$ cat config.mk
export PLATFORM = sky130hd
export DESIGN_NAME = block_interleaver
export DESIGN_NICKNAME = d
export VERILOG_FILES = /design/src/rtl/block_interleaver.sv
export SDC_FILE = /design/constraint.sdc
export NUM_CORES = 1
export LEC_CHECK = 0
export CORE_MARGIN = 2
export CORE_UTILIZATION = 43
export DETAILED_ROUTE_END_ITERATION = 8
export GPL_ROUTABILITY_DRIVEN = 0
export PLACE_DENSITY = 0.61
export SLEW_MARGIN = 20
export SYNTH_ARGS = -nofsm -noshare
export SYNTH_HDL_FRONTEND = slang
export SYNTH_SLANG_ARGS = --single-unit
$ cat constraint.sdc
create_clock -name Clock -period 17 [get_ports Clock]
set_clock_uncertainty 0.05 [all_clocks]
set_input_delay 2.55 -clock Clock [delete_from_list [all_inputs] [get_ports Clock]]
set_output_delay 2.55 -clock Clock [all_outputs]
set_load 0.02 [all_outputs]
$ cat src/rtl/block_interleaver.sv
// -----------------------------------------------------------------------------
// block_interleaver
//   802.11a DATA-field block interleaver for the transmit chain. Coded bits
//   arrive serially, are scattered into one of two symbol banks at their
//   interleaved position, and are read back sequentially toward the mapper.
//   The two banks run ping-pong, so writing symbol n+1 overlaps reading
//   symbol n.
//
// Ports
//   Clock       system clock
//   Reset       asynchronous, active-high reset
//   Input       coded bit
//   InValid     Input carries a valid coded bit this cycle
//   Mode        00 BPSK (48), 01 QPSK (96), 10 16-QAM (192), 11 64-QAM (288)
//   Output      interleaved bit (INITIAL_OUT while OutValid is low)
//   OutValid    Output valid this cycle
//   SymbolStart high with output index 0 of each symbol
//   Busy        a bank is full or a symbol is partially written
// -----------------------------------------------------------------------------
module block_interleaver #(
   parameter int   MAX_NCBPS   = 288,
   parameter logic INITIAL_OUT = 1'b0
) (
   input  logic       Clock,
   input  logic       Reset,
   input  logic       Input,
   input  logic       InValid,
   input  logic [1:0] Mode,
   output logic       Output,
   output logic       OutValid,
   output logic       SymbolStart,
   output logic       Busy
);

   typedef enum logic {S_IDLE, S_STREAM} state_t;

   // Coded bits per OFDM symbol for a given modulation.
   function automatic logic [8:0] ncbps(input logic [1:0] m);
      case (m)
         2'b00:   return 9'd48;
         2'b01:   return 9'd96;
         2'b10:   return 9'd192;
         default: return 9'd288;
      endcase
   endfunction

   // Quotient and remainder of v/3 for v <= 17 by compare-and-subtract.
   function automatic logic [4:0] div_mod3(input logic [4:0] v);
      logic [4:0] t;
      logic [2:0] q;
      t = v;
      q = 3'd0;
      if (t >= 5'd9) begin t = t - 5'd9; q = 3'd3;      end
      if (t >= 5'd6) begin t = t - 5'd6; q = q + 3'd2; end
      if (t >= 5'd3) begin t = t - 5'd3; q = q + 3'd1; end
      return {q, t[1:0]};
   endfunction

   // Storage and shared bank state.
   logic       r_mem [2][MAX_NCBPS];
   logic [1:0] r_mode [2];
   logic [1:0] r_full;

   // Write side.
   logic [8:0] r_k;
   logic [3:0] r_r;
   logic [4:0] r_c;
   logic       r_wb;

   // Read side.
   state_t     r_state;
   logic       r_rb;
   logic [8:0] r_addr;

   logic [1:0] w_mode;
   logic       w_stall;
   logic       w_wr_en;
   logic       w_last;
   logic       w_wr_last;
   logic       w_rd_done;
   logic [8:0] w_r9;
   logic [8:0] w_c9;
   logic [8:0] w_i;
   logic [8:0] w_j;
   logic [4:0] w_cdm;
   logic [4:0] w_rdm;
   logic [2:0] w_d;

   // Mode is taken live on the k=0 write and from the bank's stored copy after.
   assign w_mode    = (r_k == 9'd0) ? Mode : r_mode[r_wb];
   // Starting a symbol on a bank that is still unread would overwrite it.
   assign w_stall   = (r_k == 9'd0) && r_full[r_wb];
   assign w_wr_en   = InValid && !w_stall;
   assign w_last    = (r_k == ncbps(w_mode) - 9'd1);
   assign w_wr_last = w_wr_en && w_last;
   assign w_rd_done = (r_state == S_STREAM) &&
                      (r_addr == ncbps(r_mode[r_rb]) - 9'd1);

   assign w_r9  = {5'd0, r_r};
   assign w_c9  = {4'd0, r_c};
   assign w_cdm = div_mod3(r_c);
   assign w_rdm = div_mod3({1'b0, r_r});

   // Write address j. Since i = (N_CBPS/16)*r + c, the second permutation
   // reduces to functions of r and c alone: for s=2 the low bit flips by r[0],
   // and for s=3 (N_CBPS/16 = 18) floor(i/3) = 6r + floor(c/3) and
   // (i - r) mod 3 = (c - r) mod 3.
   // NOTE: every always_comb output gets a default first, so no path can
   // leave it unassigned and infer a latch.
   always_comb begin
      w_i = 9'd0;
      w_j = 9'd0;
      w_d = 3'd0;
      case (w_mode)
         2'b00: w_j = w_r9 * 9'd3 + w_c9;
         2'b01: w_j = w_r9 * 9'd6 + w_c9;
         2'b10: begin
            w_i = w_r9 * 9'd12 + w_c9;
            w_j = {w_i[8:1], w_i[0] ^ r_r[0]};
         end
         default: begin
            w_d = {1'b0, w_cdm[1:0]} + 3'd3 - {1'b0, w_rdm[1:0]};
            if (w_d >= 3'd3) w_d = w_d - 3'd3;
            w_j = w_r9 * 9'd18 + {6'd0, w_cdm[4:2]} * 9'd3 + {7'd0, w_d[1:0]};
         end
      endcase
   end

   // NOTE: bank contents carry no reset; validity is tracked by r_full, so
   // the array stays plain storage.
   always_ff @(posedge Clock) begin
      if (w_wr_en) r_mem[r_wb][w_j] <= Input;
   end

   // Write counters: k advances only on accepted bits, wraps at N_CBPS-1.
   // NOTE: state registers use non-blocking assignments so every block sees
   // the pre-edge values regardless of evaluation order.
   always_ff @(posedge Clock or posedge Reset) begin
      if (Reset) begin
         r_k       <= 9'd0;
         r_r       <= 4'd0;
         r_c       <= 5'd0;
         r_wb      <= 1'b0;
         r_mode[0] <= 2'b00;
         r_mode[1] <= 2'b00;
      end else if (w_wr_en) begin
         if (r_k == 9'd0) r_mode[r_wb] <= Mode;
         if (w_last) begin
            r_k  <= 9'd0;
            r_r  <= 4'd0;
            r_c  <= 5'd0;
            r_wb <= ~r_wb;
         end else begin
            r_k <= r_k + 9'd1;
            r_r <= r_r + 4'd1;
            if (r_r == 4'd15) r_c <= r_c + 5'd1;
         end
      end
   end

   // Full flags: the writer's set takes priority over the reader's clear.
   always_ff @(posedge Clock or posedge Reset) begin
      if (Reset) begin
         r_full <= 2'b00;
      end else begin
         if (w_wr_last && !r_wb)      r_full[0] <= 1'b1;
         else if (w_rd_done && !r_rb) r_full[0] <= 1'b0;
         if (w_wr_last && r_wb)       r_full[1] <= 1'b1;
         else if (w_rd_done && r_rb)  r_full[1] <= 1'b0;
      end
   end

   // Reader. IDLE already emits index 0 when it finds a full bank, which
   // keeps latency at one cycle and makes back-to-back symbols gapless even
   // when the next bank fills on the same edge the current one drains.
   always_ff @(posedge Clock or posedge Reset) begin
      if (Reset) begin
         r_state     <= S_IDLE;
         r_rb        <= 1'b0;
         r_addr      <= 9'd0;
         Output      <= INITIAL_OUT;
         OutValid    <= 1'b0;
         SymbolStart <= 1'b0;
      end else begin
         case (r_state)
            S_IDLE: begin
               if (r_full[r_rb]) begin
                  Output      <= r_mem[r_rb][0];
                  OutValid    <= 1'b1;
                  SymbolStart <= 1'b1;
                  r_addr      <= 9'd1;
                  r_state     <= S_STREAM;
               end else begin
                  Output      <= INITIAL_OUT;
                  OutValid    <= 1'b0;
                  SymbolStart <= 1'b0;
               end
            end
            default: begin
               Output      <= r_mem[r_rb][r_addr];
               OutValid    <= 1'b1;
               SymbolStart <= (r_addr == 9'd0);
               if (w_rd_done) begin
                  r_rb   <= ~r_rb;
                  r_addr <= 9'd0;
                  if (!r_full[~r_rb]) r_state <= S_IDLE;
               end else begin
                  r_addr <= r_addr + 9'd1;
               end
            end
         endcase
      end
   end

   assign Busy = r_full[0] | r_full[1] | (r_k != 9'd0);

   // Dropping a bit here means an illegal Mode sequence reached the writer.
   a_no_stall_drop: assert property (@(posedge Clock) disable iff (Reset)
      !(InValid && w_stall));

endmodule

==> flow_metrics.env, run 1 <==
export IMPL_worst_slack_ns=7.880
export IMPL_ios=10
export IMPL_grt_pass1_wl_um=122800
export IMPL_cpPeakStageDelay_ns=0.85
export IMPL_worstSetupPathType="reg -> reg"
export IMPL_syn_nets=2348
export IMPL_grt_pass1_vias=19490
export IMPL_fmax_mhz=109.6
export IMPL_crit_path_end_kind="register"
export IMPL_hpwlAfterDp_um=45410
export IMPL_p_total_mw=5.996
export IMPL_initial_core_util=0.4340
export IMPL_clockPowerShare=0.235
export IMPL_power_frac_comb=0.476
export IMPL_status="finished, final reports clean"
export IMPL_worst_pin_slew_ns=1.173
export IMPL_vias_per_cell=6.237
export IMPL_rsz0062_at_grt="no"
export IMPL_ant_nets=0
export IMPL_tns_ns=0
export IMPL_ys_seq_area_frac=0.6012
export IMPL_placed_area_mm2=0.03097
export IMPL_power_leakage_nw=10.36
export IMPL_cts_hold_buf=0
export IMPL_pwr_share_seq=0.289
export IMPL_ctsLongestPathBuffers=3
export IMPL_drv_slew=0
export IMPL_post_cts_buffers=0
export IMPL_dieArea_mm2=0.07282
export IMPL_multiInputGateArea_mm2=0.01097
export IMPL_wl_um=80860
export IMPL_layout_min_cycle_time_ns=9.120
export IMPL_ff_latch_area_mm2=0.01828
export IMPL_final_hold_violation_count=0
export IMPL_root_buffer="clkbuf_16"
export IMPL_cap_violations=0
export IMPL_crit_path_frequent_cell="ha_1"
export IMPL_synthesis_area_mm2=0.03039
export IMPL_die_w_um=269.9
export IMPL_cpMaxStageDelayCell="buf_4"
export IMPL_ys_warn_count=0
export IMPL_finalInstanceArea_mm2=0.03312
export IMPL_max_vdd_ir_drop_mv=0.2766
export IMPL_cts_tree="yes"
export IMPL_power_density_mw_per_mm2=181.0
export IMPL_diodes=0
export IMPL_min_period_over_period=0.5365
export IMPL_async_flop_share=0.06341
export IMPL_p_sw_frac=0.4726
export IMPL_synthDistinctLibCells=81
export IMPL_grt_overflow=0
export IMPL_cts_htree_levels=3
export IMPL_drt_pass1_iter_count=6
export IMPL_track_usage=0.2215
export IMPL_dp_slack_ns=7.980
export IMPL_cts_made_buffers=67
export IMPL_fin_nets=2236
export IMPL_hold_class="reg -> reg"
export IMPL_grt_start_max_net_pins=310
export IMPL_insertion_delay_ns=0.60
export IMPL_portBuffers=9
export IMPL_cts_sinks=615
export IMPL_cp_data_arrival_time_ns=9.40
export IMPL_fill_cells=6194
export IMPL_avgSynthCellArea_um2=13.29
export IMPL_max_slew_margin=0.2164
export IMPL_syn2layout_area_growth_pct=8.987
export IMPL_syn_inst=2286
export IMPL_ys_ff_latch=615
export IMPL_vias=19740
export IMPL_start_kind="register"
export IMPL_coreArea_mm2=0.07003
export IMPL_rows=97
export IMPL_die_height_um=269.9
export IMPL_synth_edff_count=576
export IMPL_layout_commonest_cell="edfxtp_1"
export IMPL_antenna_found_initial=0
export IMPL_path_clk_slew_ns=0.06
export IMPL_layout_common_cells="edfxtp_1, nor3_1, mux4_2"
export IMPL_drive_gt1_frac=0.1622
export IMPL_setup_viol=0
export IMPL_drc_errors=0
export IMPL_internal_power_mw=3.162
export IMPL_avgRoutedWirePerCell_um=25.55
export IMPL_crit_fanout=76
export IMPL_required_ns=17.28
export IMPL_synth_ff_type="edfxtp_1"
export IMPL_p_sw_mw=2.834
export IMPL_fin_util=0.4730
export IMPL_drt_iter0_drc=2224
export IMPL_ctsResizeCount=0
cell usage after synthesis (39+ instances only):
master / count / area [µm²]
buf_2: 73 / 365.4
clkbuf_1: 126 / 473.0
ha_1: 45 / 563.0
mux2i_1: 63 / 630.6
nand2_1: 83 / 311.6
nor2_1: 104 / 390.4
dfrtp_1: 39 / 975.9
o21ai_0: 50 / 250.2
nor3_1: 524 / 2623
a21oi_1: 41 / 205.2
edfxtp_1: 576 / 17300
mux4_2: 128 / 2883
cell families (layout without fill, tap and decap cells):
group,Yosys count,in the layout,synth area share
simple gates,858,858,0.1452
flops,615,615,0.6012
buf+inv,269,208,0.03928
compound gates,242,242,0.05434
mux,213,213,0.1246
fa+ha+maj,57,57,0.02610
xor+xnor,32,32,0.009222
metrics by stage:
stage          hold slack [ns]  std cells
2_1_floorplan           0.4494       2286
3_3_place_gp            0.4958       3042
3_5_place_dp            0.5057       3042
4_1_cts                 0.5139       3162
5_1_grt                 0.5660       3165
6_report                0.5047       3165
critical path: cells and delay by family, from the launching register on:
kind,cells,cell delay (ns)
AND/OR/NAND/NOR,5,1.43
flip-flops,1,0.53
multiplexers,2,0.78
adder cells (fa/ha/maj),7,1.93
buffers and inverters,2,0.97
AO/OA/AOI/OAI,12,3.02
layer usage:
metal	global-route usage	vias to the layer above	routed length [µm]
met2	0.3603	777	39070
met4	0.07295	0	2143
met5	0	-	0
met1	0.3057	10160	33790
li1	-	8675	-
met3	0.03423	132	5862
flip-flops by register name, indices dropped and copies added (netlist names):
name	flops
SymbolStart	1
OutValid	1
Output	1
r_mode	4
r_state	1
r_rb	1
r_r	4
r_wb	1
r_c	5
r_addr	9
r_full	2
r_k	9
r_mem	576
path summary, 6_finish.rpt:
check | from | endpoint | slack (ns) | depth (start not counted)
worst max-delay path | r_c[1] | r_mem[0][222] | 7.88 | 28
worst min-delay path | r_k[0] | r_k[0] | 0.50 | 1
worst max register to register | r_c[1] | r_mem[0][222] | 7.88 | 28
worst min register to register | r_k[0] | r_k[0] | 0.50 | 1
max in group asynchronous | Reset | r_rb | 13.75 | 2
min in group asynchronous | Reset | SymbolStart | 2.42 | 2
final cells by class:
class                           instances  share of cell area
Sequential cell                       615              0.5520
Inverter                               34            0.003853
Clock inverter                         30            0.006686
Tap cell                              940             0.03551
Timing Repair Buffer                   54             0.01439
Clock buffer                           90             0.05640
Multi-Input combinational cell       1402              0.3312
power by group through the flow:
stage	Combinational (mW)	Sequential (mW)	Clock [mW]
2_1_floorplan	2.19	1.74	0
3_3_place_gp	2.75	1.76	0
3_5_place_dp	2.83	1.77	0
4_1_cts	2.84	1.73	1.43
5_1_grt	3.15	1.74	1.48
6_report	2.85	1.74	1.41
Note: power is estimated with default switching activity, not from simulation.
==> run 2, diff against run 1 <==
--- a/config.mk
+++ b/config.mk
@@ -9,7 +9,7 @@
 export CORE_UTILIZATION = 43
 export DETAILED_ROUTE_END_ITERATION = 8
 export GPL_ROUTABILITY_DRIVEN = 0
-export PLACE_DENSITY = 0.61
+export PLACE_DENSITY = 0.63
 export SLEW_MARGIN = 20
 export SYNTH_ARGS = -nofsm -noshare
 export SYNTH_HDL_FRONTEND = slang
==> constraint.sdc (replaced) <==
create_clock -name Clock -period 7.6 [get_ports Clock]
set_clock_uncertainty 0.05 [all_clocks]
set_input_delay 1.14 -clock Clock [delete_from_list [all_inputs] [get_ports Clock]]
set_output_delay 1.14 -clock Clock [all_outputs]
set_load 0.02 [all_outputs]
==> run 2 against run 1 <==
Sequential power grew 120%. Critical path depth up 4. Final area increased by 6.6%. Count of clock-buffer cells in the layout fell by 15. Die area did not move. Worst setup slack worse by 7.8 ns. Via count up 2.2%. Final cell count increased by 2.2%. Critical endpoint is now r_mem[0][53]. Highest routed layer is now met5.
==> flow_metrics.env, run 2 (synthesis results as in run 1) <==
export IMPL_path_delay_family="simple AND/OR/NAND/NOR gates"
export IMPL_cpMaxStageDelayCell="or4_4"
export IMPL_p_sw_mw=7.276
export IMPL_rsz0062_at_grt="yes"
export IMPL_drt_pass1_iter_count=6
export IMPL_ctsLongestPathBuffers=3
export IMPL_reg_top3="r_mem (576), r_addr (9), r_k (9)"
export IMPL_grt_start_max_net_pins=270
export IMPL_track_usage=0.2148
export IMPL_max_vdd_ir_drop_mv=0.9426
export IMPL_setup_viol=0
export IMPL_required_ns=7.88
export IMPL_pwr_share_seq=0.253
export IMPL_cpPeakStageDelay_ns=0.56
export IMPL_fmax_mhz=132.9
export IMPL_cap_violations=0
export IMPL_layout_commonest_cell="edfxtp_1"
export IMPL_layout_min_cycle_time_ns=7.524
export IMPL_dp_slack_ns=-0.1209
export IMPL_coreArea_mm2=0.07003
export IMPL_grt_overflow=0
export IMPL_power_frac_comb=0.554
export IMPL_wl_um=83090
export IMPL_fin_util=0.5043
export IMPL_hold_class="reg -> reg"
export IMPL_syn2layout_area_growth_pct=16.20
export IMPL_drc_errors=0
export IMPL_portBuffers=9
export IMPL_die_height_um=269.9
export IMPL_min_period_over_period=0.9900
export IMPL_crit_path_frequent_cell="ha_2"
export IMPL_insertion_delay_ns=0.63
export IMPL_ios=10
export IMPL_top_register="r_mem"
export IMPL_start_kind="register"
export IMPL_p_sw_frac=0.4793
export IMPL_worst_slack_ns=0.07636
export IMPL_fin_nets=2304
export IMPL_dieArea_mm2=0.07282
export IMPL_layout_common_cells="edfxtp_1, nor3_1, nor3_2"
export IMPL_cp_data_arrival_time_ns=7.81
export IMPL_initial_core_util=0.4340
export IMPL_diodes=0
export IMPL_cts_htree_levels=2
export IMPL_root_buffer="clkbuf_16"
export IMPL_cts_tree="yes"
export IMPL_vias_per_cell=6.236
export IMPL_rows=97
export IMPL_drv_slew=0
export IMPL_status="finished, final reports clean"
export IMPL_grt_pass1_vias=19780
export IMPL_internal_power_mw=7.903
export IMPL_avgRoutedWirePerCell_um=25.69
export IMPL_max_slew_margin=0.1813
export IMPL_path_clk_slew_ns=0.06
export IMPL_final_hold_violation_count=0
export IMPL_hpwlAfterDp_um=45860
export IMPL_cts_hold_buf=0
export IMPL_grt_pass1_wl_um=120700
export IMPL_critPathBufInv=3
export IMPL_antenna_found_initial=1
export IMPL_power_density_mw_per_mm2=429.8
export IMPL_clockPowerShare=0.193
export IMPL_drt_iter0_drc=2272
export IMPL_largest_reg_flops=576
export IMPL_power_leakage_nw=11.32
export IMPL_crit_fanout=8
export IMPL_cts_made_buffers=61
export IMPL_ant_nets=0
export IMPL_crit_path_end_kind="register"
export IMPL_cts_sinks=615
export IMPL_drive_gt1_frac=0.2833
export IMPL_vias=20170
export IMPL_die_w_um=269.9
export IMPL_worst_pin_slew_ns=1.228
export IMPL_worstSetupPathType="reg -> reg"
## run 2: worst paths after layout
check                        from            to  slack (ns)  cells after the start
max                        r_c[1]  r_mem[0][53]        0.08                     32
min                        r_k[0]        r_k[0]        0.51                      1
max reg2reg                r_c[1]  r_mem[0][53]        0.08                     32
min reg2reg                r_k[0]        r_k[0]        0.51                      1
max in group asynchronous   Reset     r_addr[0]        6.14                      3
min in group asynchronous   Reset        r_k[2]        0.91                      3
## run 2: through the flow
step           hold slack [ns]  instance area [µm²]  power [mW]  TNS (ns)  instances
2_1_floorplan           0.4494                30400       8.807         0       2286
3_3_place_gp            0.4870                31590       10.76         0       3086
3_5_place_dp            0.5034                31590       10.92    -7.225       3086
4_1_cts                 0.5124                33770       14.03    -1.411       3207
5_1_grt                 0.5257                35320       16.04    -38.08       3234
6_report                0.5056                35320       15.18         0       3234
## run 2: routing by layer
metal  part of all wire  up-vias  wire length, µm  track usage
met5            0.00011        -                9            0
met4              0.025        2             2109      0.06272
met3              0.074      126             6122      0.02925
met2               0.50      834            41550       0.3629
met1               0.40    10410            33300       0.2907
li1                   -     8799                -            -
## run 2: repair_timing
item | CTS | global route
pin swaps | 3 | 33
gates cloned | 2 | 14
setup endpoints to repair | 404 | 576
resized for setup | 36 | 241
setup buffers | 4 | 12
## run 2: worst reg2reg max path, delay by kind of cell, from the launching register on
family / cells / cell delay [ns]
adder cells (fa/ha/maj): 8 / 2.03
flip-flops: 1 / 0.36
AND/OR/NAND/NOR: 8 / 2.21
buffers and inverters: 3 / 0.47
AO/OA/AOI/OAI: 12 / 1.77
multiplexers: 1 / 0.33
## run 2: final cells by class
cell class | instances | area, µm²
Clock buffer | 75 | 1610
Tap cell | 940 | 1176
Inverter | 34 | 127.6
Multi-Input combinational cell | 1402 | 12270
Fill cell | 5908 | 34710
Sequential cell | 615 | 18280
Clock inverter | 40 | 317.8
Timing Repair Buffer | 128 | 1531
## run 2: power by group through the flow
stage | Sequential [mW] | Clock [mW] | Combinational (mW)
2_1_floorplan | 3.90 | 0 | 4.90
3_3_place_gp | 3.90 | 0 | 6.85
3_5_place_dp | 3.91 | 0 | 7.01
4_1_cts | 3.84 | 2.96 | 7.23
5_1_grt | 3.84 | 3.10 | 9.10
6_report | 3.84 | 2.93 | 8.41
==> run 3, diff against run 2 <==
--- a/config.mk
+++ b/config.mk
@@ -7,6 +7,7 @@
 export LEC_CHECK = 0
 export CORE_MARGIN = 2
 export CORE_UTILIZATION = 43
+export CTS_BUF_LIST = sky130_fd_sc_hd__clkbuf_4
 export DETAILED_ROUTE_END_ITERATION = 8
 export GPL_ROUTABILITY_DRIVEN = 0
 export PLACE_DENSITY = 0.63
==> run 3 against run 2 <==
Maximum frequency decreased by 1.5%. Count of clock-buffer cells in the layout grew 140. Critical path depth shrank 1. Largest cell class unchanged. Combinational power up 11%. Register-to-register slack worse by 0.11 ns. Worst hold slack got worse by 0.0050 ns. Sequential share of layout area down 0.53 points. Clock power decreased by 4%. The flow now finishes with violations (setup timing). Global-route usage grew 0.44 points.
==> flow_metrics.env, run 3 (synthesis results as in run 1) <==
export IMPL_drt_pass1_iter_count=8
export IMPL_hold_end="r_k[0]"
export IMPL_required_ns=8.22
export IMPL_cts_hold_buf=0
export IMPL_drc_errors=0
export IMPL_reg_top3="r_mem (576), r_addr (9), r_k (9)"
export IMPL_setup_viol=16
export IMPL_critPathBufInv=6
export IMPL_min_from="r_k[0]"
export IMPL_drt_iter0_drc=2617
export IMPL_max_slew_margin=0.1760
export IMPL_crit_fanout=16
export IMPL_cp_data_arrival_time_ns=8.26
export IMPL_insertion_delay_ns=0.98
export IMPL_cts_htree_levels=4
export IMPL_fin_nets=2418
export IMPL_cpPeakStageDelay_ns=0.54
export IMPL_syn2layout_area_growth_pct=17.40
export IMPL_final_hold_violation_count=0
export IMPL_portBuffers=9
export IMPL_drv_slew=0
export IMPL_r2r_setup_slack_ns=-0.04
export IMPL_rr_worst_depth=31
export IMPL_min_delay_path_depth=1
export IMPL_initial_core_util=0.4340
export IMPL_antenna_found_initial=2
export IMPL_cts_tree="yes"
export IMPL_grt_start_max_net_pins=270
export IMPL_worst_pin_slew_ns=1.236
export IMPL_min_period_over_period=1.005
export IMPL_grt_overflow=0
export IMPL_path_delay_family="compound AO/OA/AOI/OAI gates"
export IMPL_grt_pass1_wl_um=121800
export IMPL_vias=21060
export IMPL_worst_slack_ns=-0.03651
export IMPL_start_kind="register"
export IMPL_dieArea_mm2=0.07282
export IMPL_fin_util=0.5095
export IMPL_cpMaxStageDelayCell="or4_4"
export IMPL_cts_sinks=615
export IMPL_fmax_mhz=131.0
export IMPL_avgRoutedWirePerCell_um=25.46
export IMPL_crit_path_frequent_cell="buf_4"
export IMPL_layout_commonest_cell="edfxtp_1"
export IMPL_p_total_mw=15.99
export IMPL_vias_per_cell=6.193
export IMPL_coreArea_mm2=0.07003
export IMPL_rsz0062_at_grt="yes"
export IMPL_ios=10
export IMPL_timing_rr_start="r_c[0]"
export IMPL_status="finished with violations"
export IMPL_hpwlAfterDp_um=45860
export IMPL_hold_class="reg -> reg"
export IMPL_cap_violations=0
export IMPL_ctsLongestPathBuffers=3
export IMPL_ant_nets=0
export IMPL_crit_path_end_kind="register"
export IMPL_grt_pass1_vias=20620
export IMPL_rows=97
export IMPL_top_register="r_mem"
export IMPL_layout_common_cells="edfxtp_1, nor3_1, clkbuf_4"
export IMPL_violations="setup timing"
export IMPL_path_clk_slew_ns=0.07
export IMPL_die_height_um=269.9
export IMPL_largest_reg_flops=576
export IMPL_fin_hold_ws_ns=0.5007
export IMPL_wl_um=86580
export IMPL_root_buffer="clkbuf_4"
export IMPL_layout_min_cycle_time_ns=7.637
export IMPL_power_leakage_nw=11.67
export IMPL_cts_made_buffers=157
export IMPL_track_usage=0.2192
export IMPL_max_vdd_ir_drop_mv=0.8121
export IMPL_rr_endpoint="r_mem[1][215]"
export IMPL_die_w_um=269.9
export IMPL_power_density_mw_per_mm2=448.1
export IMPL_tns_ns=-0.2599
export IMPL_worstSetupPathType="reg -> reg"
export IMPL_drive_gt1_frac=0.3263
run 3: cell count changes in the layout (fill, tap and decap cells not counted), moves of 12 or more:
cell / previous run / this run
clkinv_2: 17 / 4
nor3_2: 194 / 178
clkbuf_4: 0 / 215
clkbuf_16: 69 / 10
clkbuf_1: 12 / 0
nor3_1: 333 / 348
run 3: worst max-delay path by stage:
stage / to / slack [ns] / depth (start not counted) / from
after global routing: r_mem[1][203] / -0.29 / 32 / r_c[0]
after global placement: r_mem[0][189] / 0.07 / 32 / r_c[1]
final: r_mem[1][215] / -0.04 / 31 / r_c[0]
after CTS: r_mem[0][69] / -0.008 / 32 / r_c[1]
after floorplan: r_mem[0][46] / 0.03 / 33 / r_c[1]
after detailed placement: r_mem[0][167] / -0.12 / 32 / r_c[1]
run 3: metrics by stage:
stage,setup WS [ns],std cells,cell area [µm²]
floorplan,0.03040,2286,30400
global placement,0.06922,3086,31590
detailed placement,-0.1209,3086,31590
CTS,-0.008005,3355,33770
global route,-0.2917,3400,35680
finish,-0.03651,3400,35680
run 3: area by class of cell:
class,instances,area (µm²)
Inverter,34,127.6
Sequential cell,615,18280
Antenna cell,5,12.51
Tap cell,940,1176
Multi-Input combinational cell,1402,12230
Timing Repair Buffer,146,1913
Clock buffer,215,1614
Clock inverter,43,329.1
Fill cell,5923,34350
run 3: timing repair:
action	in CTS	in global routing
setup endpoints to repair	480	576
buffers inserted	8	19
pin swaps	9	21
cloned	3	21
hold endpoints to repair	0	0
gates resized for setup	22	266
run 3: worst register-to-register path, delay by kind of cell (launching register included):
family	cells	cell delay, ns
buf+inv	6	1.00
flops	1	0.41
simple gates	4	1.32
fa+ha+maj	7	1.78
compound gates	12	2.04
mux	2	0.71
run 3: power breakdown:
group	switching, mW	leakage, nW	internal (mW)
Clock	1.33	1.14	1.47
Combinational	6.36	4.89	2.99
Sequential	0.0608	5.64	3.78
run 3: layer usage:
metal	vias to the layer above	GRT usage	wire [µm]
li1	9120	-	-
met1	10700	0.2820	33310
met2	1054	0.3618	42740
met3	185	0.04854	7665
met4	0	0.08757	2858
met5	-	0	0
